$ cat config.mk
export PLATFORM = sky130hd
export DESIGN_NAME = ring_router_node
export DESIGN_NICKNAME = d
export VERILOG_FILES = /design/src/rtl/ring_pkg.sv /design/src/rtl/ring_link_port.sv /design/src/rtl/ring_router_node.sv
export SDC_FILE = /design/constraint.sdc
export NUM_CORES = 1
export LEC_CHECK = 0
export BUFFER_PORTS_ARGS = -buffer_cell sky130_fd_sc_hd__clkbuf_2
export CORE_ASPECT_RATIO = 0.5
export CORE_MARGIN = 2
export CORE_UTILIZATION = 30
export DETAILED_ROUTE_END_ITERATION = 6
export PLACE_DENSITY_LB_ADDON = 0.3
export SLEW_MARGIN = 10
export SYNTH_ARGS = -nofsm -noshare
export SYNTH_HDL_FRONTEND = slang
export SYNTH_SLANG_ARGS = --single-unit
$ cat constraint.sdc
create_clock -name clk -period 8 [get_ports clk]
set_clock_uncertainty 0.15 [all_clocks]
set_input_delay 1.6 -clock clk [delete_from_list [all_inputs] [get_ports clk]]
set_output_delay 1.6 -clock clk [all_outputs]
set_load 0.02 [all_outputs]
$ cat src/rtl/ring_pkg.sv
// ring_pkg: packet layout helpers, serialiser states and shortest-path routing for the ring node.
package ring_pkg;
  typedef enum logic [1:0] {S_IDLE, S_SEND, S_GAP} ser_state_e;
  typedef enum logic [1:0] {TO_RIGHT, TO_LEFT, TO_LOCAL, TO_DROP} route_e;
  function automatic int dest_lsb(int addr_w, int payload_w);
    return addr_w + payload_w;
  endfunction
  function automatic int src_lsb(int payload_w);
    return payload_w;
  endfunction
  // Hop distance going right; ties (exactly half way round) go right.
  function automatic logic go_right(int dest, int node, int n);
    return ((dest - node + n) % n) <= n / 2;
  endfunction
endpackage

$ cat src/rtl/ring_link_port.sv
// ring_link_port: bit-serial deserialiser with holding register plus FIFO-fed serialiser.
module ring_link_port
  import ring_pkg::*;
#(
  parameter int PKT_W = 14
) (
  input  logic             clk,
  input  logic             reset,
  input  logic             in_data_i,
  input  logic             in_cs_i,
  input  logic             take_i,
  output logic [PKT_W-1:0] hold_o,
  output logic             hold_vld_o,
  output logic             abort_o,
  output logic             ovf_o,
  input  logic [PKT_W-1:0] tx_pkt_i,
  input  logic             tx_rdy_i,
  output logic             pop_o,
  output logic             out_data_o,
  output logic             out_cs_o
);
  localparam int CW = $clog2(PKT_W + 1);
  logic [CW-1:0]    rx_cnt_q, tx_cnt_q;
  logic [PKT_W-2:0] rx_sr_q;
  logic [PKT_W-1:0] hold_q, tx_sr_q;
  logic             hold_vld_q, last;
  ser_state_e       st_q, st_d;
  assign last       = in_cs_i && rx_cnt_q == CW'(PKT_W - 1);
  assign abort_o    = !in_cs_i && rx_cnt_q != '0 && rx_cnt_q != CW'(PKT_W);
  assign ovf_o      = last && hold_vld_q && !take_i;
  assign hold_o     = hold_q;
  assign hold_vld_o = hold_vld_q;
  // A count of PKT_W means the frame is complete and further bits are ignored until CS drops.
  always_ff @(posedge clk or posedge reset) begin
    if (reset) begin
      rx_cnt_q   <= '0;
      rx_sr_q    <= '0;
      hold_q     <= '0;
      hold_vld_q <= 1'b0;
    end else begin
      if (!in_cs_i) rx_cnt_q <= '0;
      else if (rx_cnt_q != CW'(PKT_W)) begin
        rx_sr_q  <= {rx_sr_q[PKT_W-3:0], in_data_i};
        rx_cnt_q <= rx_cnt_q + 1'b1;
      end
      if (take_i) hold_vld_q <= 1'b0;
      if (last && !ovf_o) begin
        hold_q     <= {rx_sr_q, in_data_i};
        hold_vld_q <= 1'b1;
      end
    end
  end
  // Reloading straight from GAP keeps back-to-back frames exactly one idle cycle apart.
  always_comb begin
    pop_o = st_q != S_SEND && tx_rdy_i;
    st_d  = pop_o ? S_SEND :
            (st_q == S_SEND && tx_cnt_q == CW'(PKT_W - 1)) ? S_GAP :
            (st_q == S_GAP) ? S_IDLE : st_q;
  end
  always_ff @(posedge clk or posedge reset) begin
    if (reset) begin
      st_q     <= S_IDLE;
      tx_sr_q  <= '0;
      tx_cnt_q <= '0;
    end else begin
      st_q <= st_d;
      if (pop_o) begin
        tx_sr_q  <= tx_pkt_i;
        tx_cnt_q <= '0;
      end else if (st_q == S_SEND) begin
        tx_sr_q  <= tx_sr_q << 1;
        tx_cnt_q <= tx_cnt_q + 1'b1;
      end
    end
  end
  assign out_cs_o   = st_q == S_SEND;
  assign out_data_o = out_cs_o && tx_sr_q[PKT_W-1];
endmodule

$ cat src/rtl/ring_router_node.sv
// ring_router_node: bidirectional ring node routing bit-serial packets by shortest path.
module ring_router_node
  import ring_pkg::*;
#(
  parameter int NODE_ADDR  = 0,
  parameter int NUM_NODES  = 5,
  parameter int ADDR_W     = 3,
  parameter int PAYLOAD_W  = 8,
  parameter int FIFO_DEPTH = 4
) (
  input  logic       clk,
  input  logic       reset,
  input  logic       shiftInRightData,
  input  logic       shiftInRightCS,
  input  logic       shiftInLeftData,
  input  logic       shiftInLeftCS,
  input  logic       shiftInData,
  input  logic       shiftInCS,
  output logic       shiftOutRightData,
  output logic       shiftOutRightCS,
  output logic       shiftOutLeftData,
  output logic       shiftOutLeftCS,
  output logic       shiftOutData,
  output logic       shiftOutCS,
  output logic [7:0] dropCount
);
  localparam int PKT_W = 2 * ADDR_W + PAYLOAD_W;
  localparam int DL    = dest_lsb(ADDR_W, PAYLOAD_W);
  localparam int AW    = $clog2(FIFO_DEPTH);
  localparam int FCW   = AW + 1;
  // Index 0 = rightward link, 1 = leftward link, 2 = local port, for inputs, FIFOs and outputs alike.
  logic [2:0]       in_d, in_cs, take, abort, ovf, vld, pop, push, full, rdy, out_d, out_cs, disc;
  logic [PKT_W-1:0] hold[3], head[3], wdata[3];
  route_e           tgt[3];
  logic [3:0]       ev;
  logic [8:0]       tot;
  logic [7:0]       drop_q, drop_d;
  assign in_d  = {shiftInData, shiftInLeftData, shiftInRightData};
  assign in_cs = {shiftInCS, shiftInLeftCS, shiftInRightCS};
  assign {shiftOutData, shiftOutLeftData, shiftOutRightData} = out_d;
  assign {shiftOutCS, shiftOutLeftCS, shiftOutRightCS}       = out_cs;
  assign dropCount = drop_q;
  for (genvar p = 0; p < 3; p++) begin : g_port
    ring_link_port #(.PKT_W(PKT_W)) u_port (
      .clk       (clk),
      .reset     (reset),
      .in_data_i (in_d[p]),
      .in_cs_i   (in_cs[p]),
      .take_i    (take[p]),
      .hold_o    (hold[p]),
      .hold_vld_o(vld[p]),
      .abort_o   (abort[p]),
      .ovf_o     (ovf[p]),
      .tx_pkt_i  (head[p]),
      .tx_rdy_i  (rdy[p]),
      .pop_o     (pop[p]),
      .out_data_o(out_d[p]),
      .out_cs_o  (out_cs[p])
    );
  end
  // Transit traffic keeps its direction; only local injections choose the shortest way round.
  for (genvar h = 0; h < 3; h++) begin : g_route
    logic [ADDR_W-1:0] dest;
    assign dest    = hold[h][DL +: ADDR_W];
    assign tgt[h]  = (dest == ADDR_W'(NODE_ADDR)) ? TO_LOCAL :
                     (int'(dest) >= NUM_NODES) ? TO_DROP :
                     (h == 2) ? (go_right(int'(dest), NODE_ADDR, NUM_NODES) ? TO_RIGHT : TO_LEFT) :
                     (h == 0) ? TO_RIGHT : TO_LEFT;
    assign disc[h] = vld[h] && tgt[h] == TO_DROP;
  end
  // Lower index wins a contended FIFO: rightward transit, then leftward transit, then local.
  always_comb begin
    push = '0;
    take = '0;
    for (int f = 0; f < 3; f++) wdata[f] = '0;
    for (int h = 0; h < 3; h++)
      if (vld[h]) begin
        if (tgt[h] == TO_DROP) take[h] = 1'b1;
        else if (!push[tgt[h]] && (!full[tgt[h]] || pop[tgt[h]])) begin
          take[h]        = 1'b1;
          push[tgt[h]]   = 1'b1;
          wdata[tgt[h]]  = hold[h];
        end
      end
  end
  for (genvar f = 0; f < 3; f++) begin : g_fifo
    logic [PKT_W-1:0] mem_q[FIFO_DEPTH];
    logic [AW-1:0]    wp_q, rp_q;
    logic [FCW-1:0]   cnt_q;
    assign full[f] = cnt_q == FCW'(FIFO_DEPTH);
    assign rdy[f]  = cnt_q != '0;
    assign head[f] = mem_q[rp_q];
    always_ff @(posedge clk) if (push[f]) mem_q[wp_q] <= wdata[f];
    always_ff @(posedge clk or posedge reset) begin
      if (reset) begin
        wp_q  <= '0;
        rp_q  <= '0;
        cnt_q <= '0;
      end else begin
        if (push[f]) wp_q <= wp_q + 1'b1;
        if (pop[f]) rp_q <= rp_q + 1'b1;
        cnt_q <= cnt_q + FCW'(push[f]) - FCW'(pop[f]);
      end
    end
  end
  always_comb begin
    ev = '0;
    for (int i = 0; i < 3; i++) ev = ev + 4'(abort[i]) + 4'(ovf[i]) + 4'(disc[i]);
    tot    = {1'b0, drop_q} + 9'(ev);
    drop_d = tot > 9'd255 ? 8'd255 : tot[7:0];
  end
  always_ff @(posedge clk or posedge reset) begin
    if (reset) drop_q <= '0;
    else drop_q <= drop_d;
  end
endmodule
==> metrics.yaml, run 1 <==
status: "finished clean"
grt_setup_unrepaired: "no"
synth_cell_types: 68
synthArstFlopShare: 0.524
final-max-slew-violation-count: 0
io_pins: 22
p_leak_uw: 0.00717
cts_tree: "built"
hold_viol_final: 0
timing.critical_path.buf_inv: 3
period_share: 0.863
hold_depth: 2
min_path_type: "reg -> reg"
clock_path_buffers: 3
worstPathMaxFanout: 19
insertion_delay_ns: 0.54
highest_layer: "met4"
synth.most_common_cell: "dfrtp_1"
numCtsBuffers: 37
fmax_ghz: 0.145
vias_per_cell: 4.85
wl_per_cell_um: 17.5
coreArea_um2: 52300
grtUsageTotal: 0.122
io_buffers: 21
reg2reg_slack_ns: 1.10
hold_buffers: 0
vias: 9184
drtIter0Drc: 678
gp_congestion: 0.781
crit_required_ns: 8.24
ys_ff_latch: 353
cp-startpoint: "g_port[2].u_port.hold_o[11]"
path_depth: 23
synth.area.top_cells: "edfxtp_1 32%, dfrtp_1 29%, mux4_2 5.9%, mux2_2 5.1%, ha_1 3.8%"
setup_ws_ns: 1.10
die_h_um: 167
first_global_vias: 9371
nets: 1227
crit_path_end_kind: "flip-flop"
critPathTopFamily: "adder cells"
period_minus_slack_ns: 6.90
cp_slowest_stage_delay_ns: 0.71
core.rowCount: 59
dp_slack_ns: 1.18
synth_edf_count: 168
antenna_found_initial: 0
synth-warning-count: 0
syn_area_per_cell_um2: 14.0
seq_area_um2: 9670
place_hpwl_um: 22200
grt_pass1_wl_um: 53700
htreeDepth: 2
setup_viol: 0
ant_nets: 0
cts_root_buf: "clkbuf_16"
post-cts-setup-buffers: 0
rr_worst_depth: 23
worstMarginPinSlew_ns: 1.35
synth-main-ff-cell: "dfrtp_1"
areaGrowthSynthToFinish_pct: 13.3
synth_area_um2: 16000
tns_ns: 0
synth_cells: 1143
synth_top_area_frac: 0.316
drc_errors: 0
grt_start_max_net_pins: 126
fill_cells: 5009
worst_path_max_delay_cell: "dfrtp_1"
initial_core_util: 0.306
drtPass1Iterations: 6
r2r_start: "g_port[2].u_port.hold_o[11]"
die_x_um: 330
p_per_area_nw_per_um2: 297
route.met2.wl_um: 15700
reg2reg_to: "dropCount[3]"
synth_top_cell_by_area: "edfxtp_1"
cp-endpoint: "dropCount[3]"
multi_input_area_um2: 5840
routed_wl_um: 33200
crit_arrival_ns: 7.14
start_kind: "flip-flop"
ys_seq_area_frac: 0.606
die_area_um2: 55200
antenna_cells: 0
path_class: "reg -> reg"
met3WireLength_um: 1030
cts_sinks: 353
wl_met1_um: 15800
cts_resized: 0
synth_common_cells: "185 x dfrtp_1, 168 x edfxtp_1, 88 x nand2_1"
drive_above_1_share: 0.194
cap_violations: 0
crit_chain: "inv_1 > ha_1 > nor2b_1 > and2_1 > a211oi_1 > ha_1 > and2_1 > o2111a_1 > a311oi_1 > o22ai_1 > a31oi_2 > buf_4 > a21oi_1 > or3_1 > fa_1 > inv_1 > fa_1 > ha_1 > fa_1 > a21o_1 > a21oi_1 > nand4bb_1 > o21ai_0"
fin_util: 0.346
ir_worst_vdd_v: 0.000158
clk_pin_slew_ns: 0.06
grt_remaining_overflow: 0
slew_headroom: 0.0921
-- registers in the layout, summed over array words and instances (netlist names) --
| name | flops |
|---|---|
| g_port.u_port.rx_cnt_q | 12 |
| g_fifo.mem_q | 168 |
| g_port.u_port.rx_sr_q | 39 |
| g_fifo.wp_q | 6 |
| g_port.u_port.st_q | 6 |
| g_fifo.rp_q | 6 |
| g_fifo.cnt_q | 9 |
| g_port.u_port.tx_sr_q | 42 |
| dropCount | 8 |
| g_port.u_port.hold_vld_o | 3 |
| g_port.u_port.hold_o | 42 |
| g_port.u_port.tx_cnt_q | 12 |
-- layer usage --
layer	global-route usage	vias up
met5	0	-
met4	0.0334	0
met3	0.0174	43
li1	-	4264
met1	0.172	4729
met2	0.198	148
-- where the power goes --
part           switching [µW]  internal, µW  total, µW  leakage [µW]
Combinational             560           608       1170       0.00272
Clock                     708          1040       1750      0.000615
Sequential                316          2140       2450       0.00383
-- cell type report --
type | instances | area share
multi-input cells | 674 | 0.323
flip-flops and latches | 353 | 0.535
well taps | 701 | 0.0485
clock inverters | 13 | 0.00927
repair buffers | 37 | 0.0124
inverters | 59 | 0.0127
clock buffers | 55 | 0.0600
-- cells by family (layout without fill, tap and decap cells) --
family	Yosys count	after routing	share of synthesized area
other	1	4	0.000235
muxes	163	163	0.141
AOI/OAI and AO/OA	179	179	0.0814
DFF	353	353	0.606
and+or+nand+nor	244	244	0.0765
xor gates and xnor gates	27	27	0.0160
buffers and inverters	119	164	0.0303
adders and majority gates	57	57	0.0489
-- worst min path at each step --
stage / endpoint / slack, ns / start
CTS: g_port[1].u_port.tx_sr_q[13] / 0.34 / g_port[1].u_port.tx_sr_q[12]
global route: g_port[0].u_port.st_q[0] / 0.36 / g_port[0].u_port.st_q[0]
finish: g_port[0].u_port.tx_sr_q[2] / 0.33 / g_port[0].u_port.tx_sr_q[1]
detailed placement: g_port[1].u_port.tx_sr_q[1] / 0.33 / g_port[1].u_port.tx_sr_q[0]
global placement: g_port[1].u_port.tx_sr_q[3] / 0.31 / g_port[1].u_port.tx_sr_q[2]
floorplan: g_port[0].u_port.tx_sr_q[10] / 0.30 / g_port[0].u_port.tx_sr_q[9]
-- cell usage in the layout, fill, tap and decap left out, types with 7 or more instances in the layout --
cell	Yosys	final
a22o_1	27	27
nand3_1	26	26
a31oi_1	8	8
inv_1	59	58
a222oi_1	11	11
nand4_1	15	15
o211ai_2	11	11
a22oi_1	13	13
dfrtp_1	185	185
clkbuf_16	0	38
clkbuf_8	0	7
fa_1	9	9
and2_1	15	15
nor2b_1	20	20
mux2_2	72	72
a21oi_1	9	9
edfxtp_1	168	168
mux4_2	42	42
clkbuf_2	0	21
nand2b_1	11	11
xor2_1	8	8
ha_1	48	48
nand2_1	88	88
buf_4	1	16
xnor2_1	18	18
o21ai_0	64	64
nor2_1	32	32
clkbuf_1	41	10
mux2i_1	48	48
-- worst register-to-register path, delay by kind of cell, from the launching register on --
| family | cells | cell delay, ns |
|---|---|---|
| simple gates | 5 | 1.10 |
| compound gates | 9 | 1.91 |
| fa+ha+maj | 6 | 2.49 |
| flops | 1 | 0.71 |
| buf+inv | 3 | 0.41 |
-- per-stage QoR --
| stage | cell area, µm² | std cells | hold WS (ns) | total power, µW |
|---|---|---|---|---|
| 2_1_floorplan | 16000 | 1146 | 0.300 | 3350 |
| 3_3_place_gp | 16800 | 1824 | 0.313 | 3620 |
| 3_5_place_dp | 16800 | 1824 | 0.326 | 3680 |
| 4_1_cts | 18100 | 1892 | 0.339 | 5450 |
| 5_1_grt | 18100 | 1892 | 0.363 | 5700 |
| 6_report | 18100 | 1892 | 0.335 | 5370 |
(Power assumes the default switching activity.)
==> run 2, diff against run 1 <==
--- a/config.mk
+++ b/config.mk
@@ -8,7 +8,7 @@
 export BUFFER_PORTS_ARGS = -buffer_cell sky130_fd_sc_hd__clkbuf_2
 export CORE_ASPECT_RATIO = 0.5
 export CORE_MARGIN = 2
-export CORE_UTILIZATION = 30
+export CORE_UTILIZATION = 40
 export DETAILED_ROUTE_END_ITERATION = 6
 export PLACE_DENSITY_LB_ADDON = 0.3
 export SLEW_MARGIN = 10
==> run 2 against run 1 <==
Setup slack got worse by 0.14 ns. Register-to-register slack got worse by 0.14 ns. Critical path depth did not move. Cell area fell by 2.2%. Wire length fell by 2.7%. Utilization rose by 11 points. Cell count fell by 9.3%. Via count rose by 0.35%.
==> metrics.yaml, run 2 (synthesized netlist as in run 1, its figures left out) <==
htreeDepth: 2
start_kind: "flip-flop"
crit_required_ns: 8.23
drive_above_1_share: 0.182
gp_congestion: 0.827
grt_remaining_overflow: 0
die_h_um: 145
crit_arrival_ns: 7.27
post-cts-setup-buffers: 0
crit_chain: "inv_1 > ha_1 > nor2b_1 > and2_1 > a211oi_1 > ha_1 > and2_1 > o2111a_1 > a311oi_1 > o22ai_1 > a31oi_2 > buf_4 > a21oi_1 > or3_1 > fa_1 > inv_1 > fa_1 > ha_1 > fa_1 > a21o_1 > a21oi_1 > nand4bb_1 > o21ai_0"
drtIter0Drc: 937
grt_pass1_wl_um: 52400
io_pins: 22
worstMarginPinSlew_ns: 0.995
areaGrowthSynthToFinish_pct: 10.8
top_register: "g_fifo.mem_q"
slew_headroom: 0.336
routed_wl_um: 32300
layout_commonest_cell: "dfrtp_1"
ant_nets: 0
power_uw: 5180
hold_buffers: 0
die_area_um2: 41600
tns_ns: 0
path_class: "reg -> reg"
p_per_area_nw_per_um2: 293
dp_slack_ns: 1.14
setup_viol: 0
fmax_ghz: 0.142
core.rowCount: 51
cts_tree: "built"
p_sw_frac: 0.298
power.switching_uw: 1540
initial_core_util: 0.408
intPower_uw: 3640
wl_per_cell_um: 18.8
cts_root_buf: "clkbuf_16"
largest_reg_flops: 168
vias_per_cell: 5.37
hold_depth: 2
grt_setup_unrepaired: "no"
status: "finished clean"
p_leak_uw: 0.00706
cp_slowest_stage_delay_ns: 0.73
clk_pin_slew_ns: 0.06
io_buffers: 21
rr_worst_depth: 23
vias: 9216
min_path_type: "reg -> reg"
insertion_delay_ns: 0.53
clock_path_buffers: 3
power.share.sequential: 0.473
antenna_cells: 0
comb_power_share: 0.224
nets: 1224
worst_path_max_delay_cell: "dfrtp_1"
numCtsBuffers: 35
worstPathMaxFanout: 19
final-max-slew-violation-count: 0
place_hpwl_um: 21500
period_minus_slack_ns: 7.04
die_x_um: 287
setup_ws_ns: 0.961
layout_common_cells: "185 x dfrtp_1, 168 x edfxtp_1, 88 x nand2_1"
coreArea_um2: 39100
ir_worst_vdd_v: 0.000138
grt_start_max_net_pins: 115
antenna_found_initial: 0
cap_violations: 0
cts_sinks: 353
first_global_vias: 9446
pwr-share-clk: 0.303
cts_resized: 0
grtUsageTotal: 0.158
hold_viol_final: 0
drtPass1Iterations: 5
drc_errors: 0
crit_path_end_kind: "flip-flop"
period_share: 0.880
[run 2: worst max-delay path: cells and delay by family (launching register included)]
family          cells  cell delay [ns]
simple gates        5             1.16
compound gates      9             1.91
flops               1             0.73
buf+inv             3             0.44
fa+ha+maj           6             2.51
[run 2: power groups by stage]
stage	sequential [µW]	combinational (µW)	clock, µW
3_3_place_gp	2470	1130	0
6_report	2450	1160	1570
5_1_grt	2500	1300	1680
2_1_floorplan	2340	1010	0
4_1_cts	2450	1180	1610
3_5_place_dp	2490	1180	0
[run 2: stage by stage]
stage	utilization	cell area (µm²)	std cells	hold slack (ns)
finish	0.452	17700	1716	0.325
global route	0.452	17700	1716	0.372
CTS	0.452	17700	1716	0.333
detailed placement	0.425	16600	1652	0.319
global placement	0.425	16600	1652	0.314
floorplan	-	16000	1146	0.300
[run 2: path summary, 6_finish.rpt]
kind | from | end | slack, ns
min in group asynchronous | reset | g_port[0].u_port.tx_sr_q[1] | 1.06
worst min-delay path | g_port[1].u_port.tx_sr_q[2] | g_port[1].u_port.tx_sr_q[3] | 0.32
worst min register to register | g_port[1].u_port.tx_sr_q[2] | g_port[1].u_port.tx_sr_q[3] | 0.32
worst max register to register | g_port[2].u_port.hold_o[11] | dropCount[3] | 0.96
max in group asynchronous | reset | g_port[1].u_port.hold_o[2] | 5.02
worst max-delay path | g_port[2].u_port.hold_o[11] | dropCount[3] | 0.96
[run 2: final cells by class]
class	count	area [µm²]
Clock buffer	57	1000
Clock inverter	7	71.3
Fill cell	3421	21400
Inverter	59	229
Multi-Input combinational cell	674	5840
Sequential cell	353	9670
Tap cell	530	663
Timing Repair Buffer	36	218
[run 2: routing by layer]
layer / up-vias / share of wire / global-route usage
li1: 4244 / - / -
met1: 4749 / 0.47 / 0.227
met2: 177 / 0.46 / 0.249
met3: 46 / 0.042 / 0.0244
met4: 0 / 0.020 / 0.0466
met5: - / 0 / 0
==> run 3, diff against run 2 <==
--- a/config.mk
+++ b/config.mk
@@ -8,7 +8,7 @@
 export BUFFER_PORTS_ARGS = -buffer_cell sky130_fd_sc_hd__clkbuf_2
 export CORE_ASPECT_RATIO = 0.5
 export CORE_MARGIN = 2
-export CORE_UTILIZATION = 40
+export CORE_UTILIZATION = 63
 export DETAILED_ROUTE_END_ITERATION = 6
 export PLACE_DENSITY_LB_ADDON = 0.3
 export SLEW_MARGIN = 10
==> run 3 against run 2 <==
Utilization is 24 points higher. Die area fell by 36%. Flip-flop and latch count did not move. Sequential power is essentially flat. Wire length fell by 1.9%. Via count up 1.6%. Clock power about the same. Sequential share of layout area up 0.80 points. Non-clock buffer count fell by 1. Fmax up 0.36%.
==> metrics.yaml, run 3 (synthesized netlist as in run 1, its figures left out) <==
post-cts-setup-buffers: 0
io_pins: 22
die_h_um: 117
areaGrowthSynthToFinish_pct: 9.23
vias_per_cell: 6.16
cts_tree: "built"
setup_ws_ns: 0.986
period_minus_slack_ns: 7.01
cap_violations: 0
multi_input_area_um2: 5840
cts_root_buf: "clkbuf_16"
setup_viol: 0
timing.critical_path.buf_inv: 3
insertion_delay_ns: 0.57
fmax_ghz: 0.143
clk_pin_slew_ns: 0.07
routed_wl_um: 31700
fin_util: 0.697
core.rowCount: 41
tns_ns: 0
ant_nets: 0
hold_buffers: 0
place_hpwl_um: 20700
dp_slack_ns: 1.11
start_kind: "flip-flop"
power_uw: 5180
critPathTopFamily: "adder cells"
crit_path_end_kind: "flip-flop"
largest_reg_flops: 168
hold_viol_final: 0
slew_headroom: 0.353
antenna_found_initial: 0
min_path_type: "reg -> reg"
coreArea_um2: 25000
initial_core_util: 0.638
nets: 1218
worstMarginPinSlew_ns: 0.969
p_leak_uw: 0.00705
drtIter0Drc: 912
ir_worst_vdd_v: 0.000290
worst_path_max_delay_cell: "dfrtp_1"
cts_resized: 0
seq_area_um2: 9670
numCtsBuffers: 30
grt_pass1_wl_um: 50700
drtPass1Iterations: 6
drive_above_1_share: 0.189
worstPathMaxFanout: 19
p_per_area_nw_per_um2: 297
first_global_vias: 9338
grtUsageTotal: 0.246
post-route-cell-area_um2: 17400
grt_setup_unrepaired: "no"
grt_remaining_overflow: 0
path_class: "reg -> reg"
antenna_cells: 0
wl_per_cell_um: 20.8
period_share: 0.877
htreeDepth: 1
cp_slowest_stage_delay_ns: 0.73
crit_chain: "inv_1 > ha_1 > nor2b_1 > and2_1 > a211oi_1 > ha_1 > and2_1 > o2111a_1 > a311oi_1 > o22ai_1 > a31oi_2 > buf_4 > a21oi_1 > or3_1 > fa_1 > inv_1 > fa_1 > ha_1 > fa_1 > a21o_1 > a21oi_1 > nand4bb_1 > o21ai_0"
die_x_um: 229
crit_required_ns: 8.29
top_register: "g_fifo.mem_q"
layout_commonest_cell: "dfrtp_1"
layout_common_cells: "185 x dfrtp_1, 168 x edfxtp_1, 88 x nand2_1"
drc_errors: 0
status: "finished clean"
cts_sinks: 353
place_area_um2: 16400
final-max-slew-violation-count: 0
vias: 9367
crit_arrival_ns: 7.30
grt_start_max_net_pins: 119
fill_cells: 1679
clock_path_buffers: 3
gp_congestion: 0.872
io_buffers: 21
die_area_um2: 26700
==> run 3: power breakdown <==
part / internal [µW] / switching [µW]
combinational: 605 / 563
clock: 898 / 662
sequential: 2140 / 312
==> run 3: tightest hold or removal path: stages (launching register included) <==
cell and delay (ns):
dfrtp_1 0.34, nand2_1 0.05, o21ai_0 0.06
==> run 3: worst paths after layout <==
kind | start | end | slack, ns | depth (start not counted)
worst max-delay path | g_port[2].u_port.hold_o[11] | dropCount[3] | 0.99 | 23
worst min-delay path | g_port[1].u_port.tx_sr_q[10] | g_port[1].u_port.tx_sr_q[11] | 0.33 | 2
worst max register to register | g_port[2].u_port.hold_o[11] | dropCount[3] | 0.99 | 23
worst min register to register | g_port[1].u_port.tx_sr_q[10] | g_port[1].u_port.tx_sr_q[11] | 0.33 | 2
max in group asynchronous | reset | g_port[2].u_port.rx_sr_q[6] | 5.24 | 3
min in group asynchronous | reset | g_port[0].u_port.tx_cnt_q[2] | 0.99 | 2
==> run 3: stage by stage <==
step | hold WS [ns] | std cells
after floorplan | 0.300 | 1146
after global placement | 0.310 | 1465
after detailed placement | 0.323 | 1465
after CTS | 0.342 | 1521
after global routing | 0.369 | 1521
final | 0.331 | 1521
==> run 3: layout make-up <==
cell class | instances | share of cell area
clock buffer | 37 | 0.0475
sequential | 353 | 0.555
clock inverter | 19 | 0.0131
tap | 344 | 0.0247
inverter | 59 | 0.0131
multi-input combinational | 674 | 0.335
timing repair buffer | 35 | 0.0121
==> run 3: per-layer routing <==
metal	vias up	routed length, µm	part of all wire	track usage
li1	4244	-	-	-
met4	0	631	0.020	0.0615
met1	4811	13900	0.44	0.347
met2	266	15100	0.48	0.401
met5	-	0	0	0
met3	46	2090	0.066	0.0510
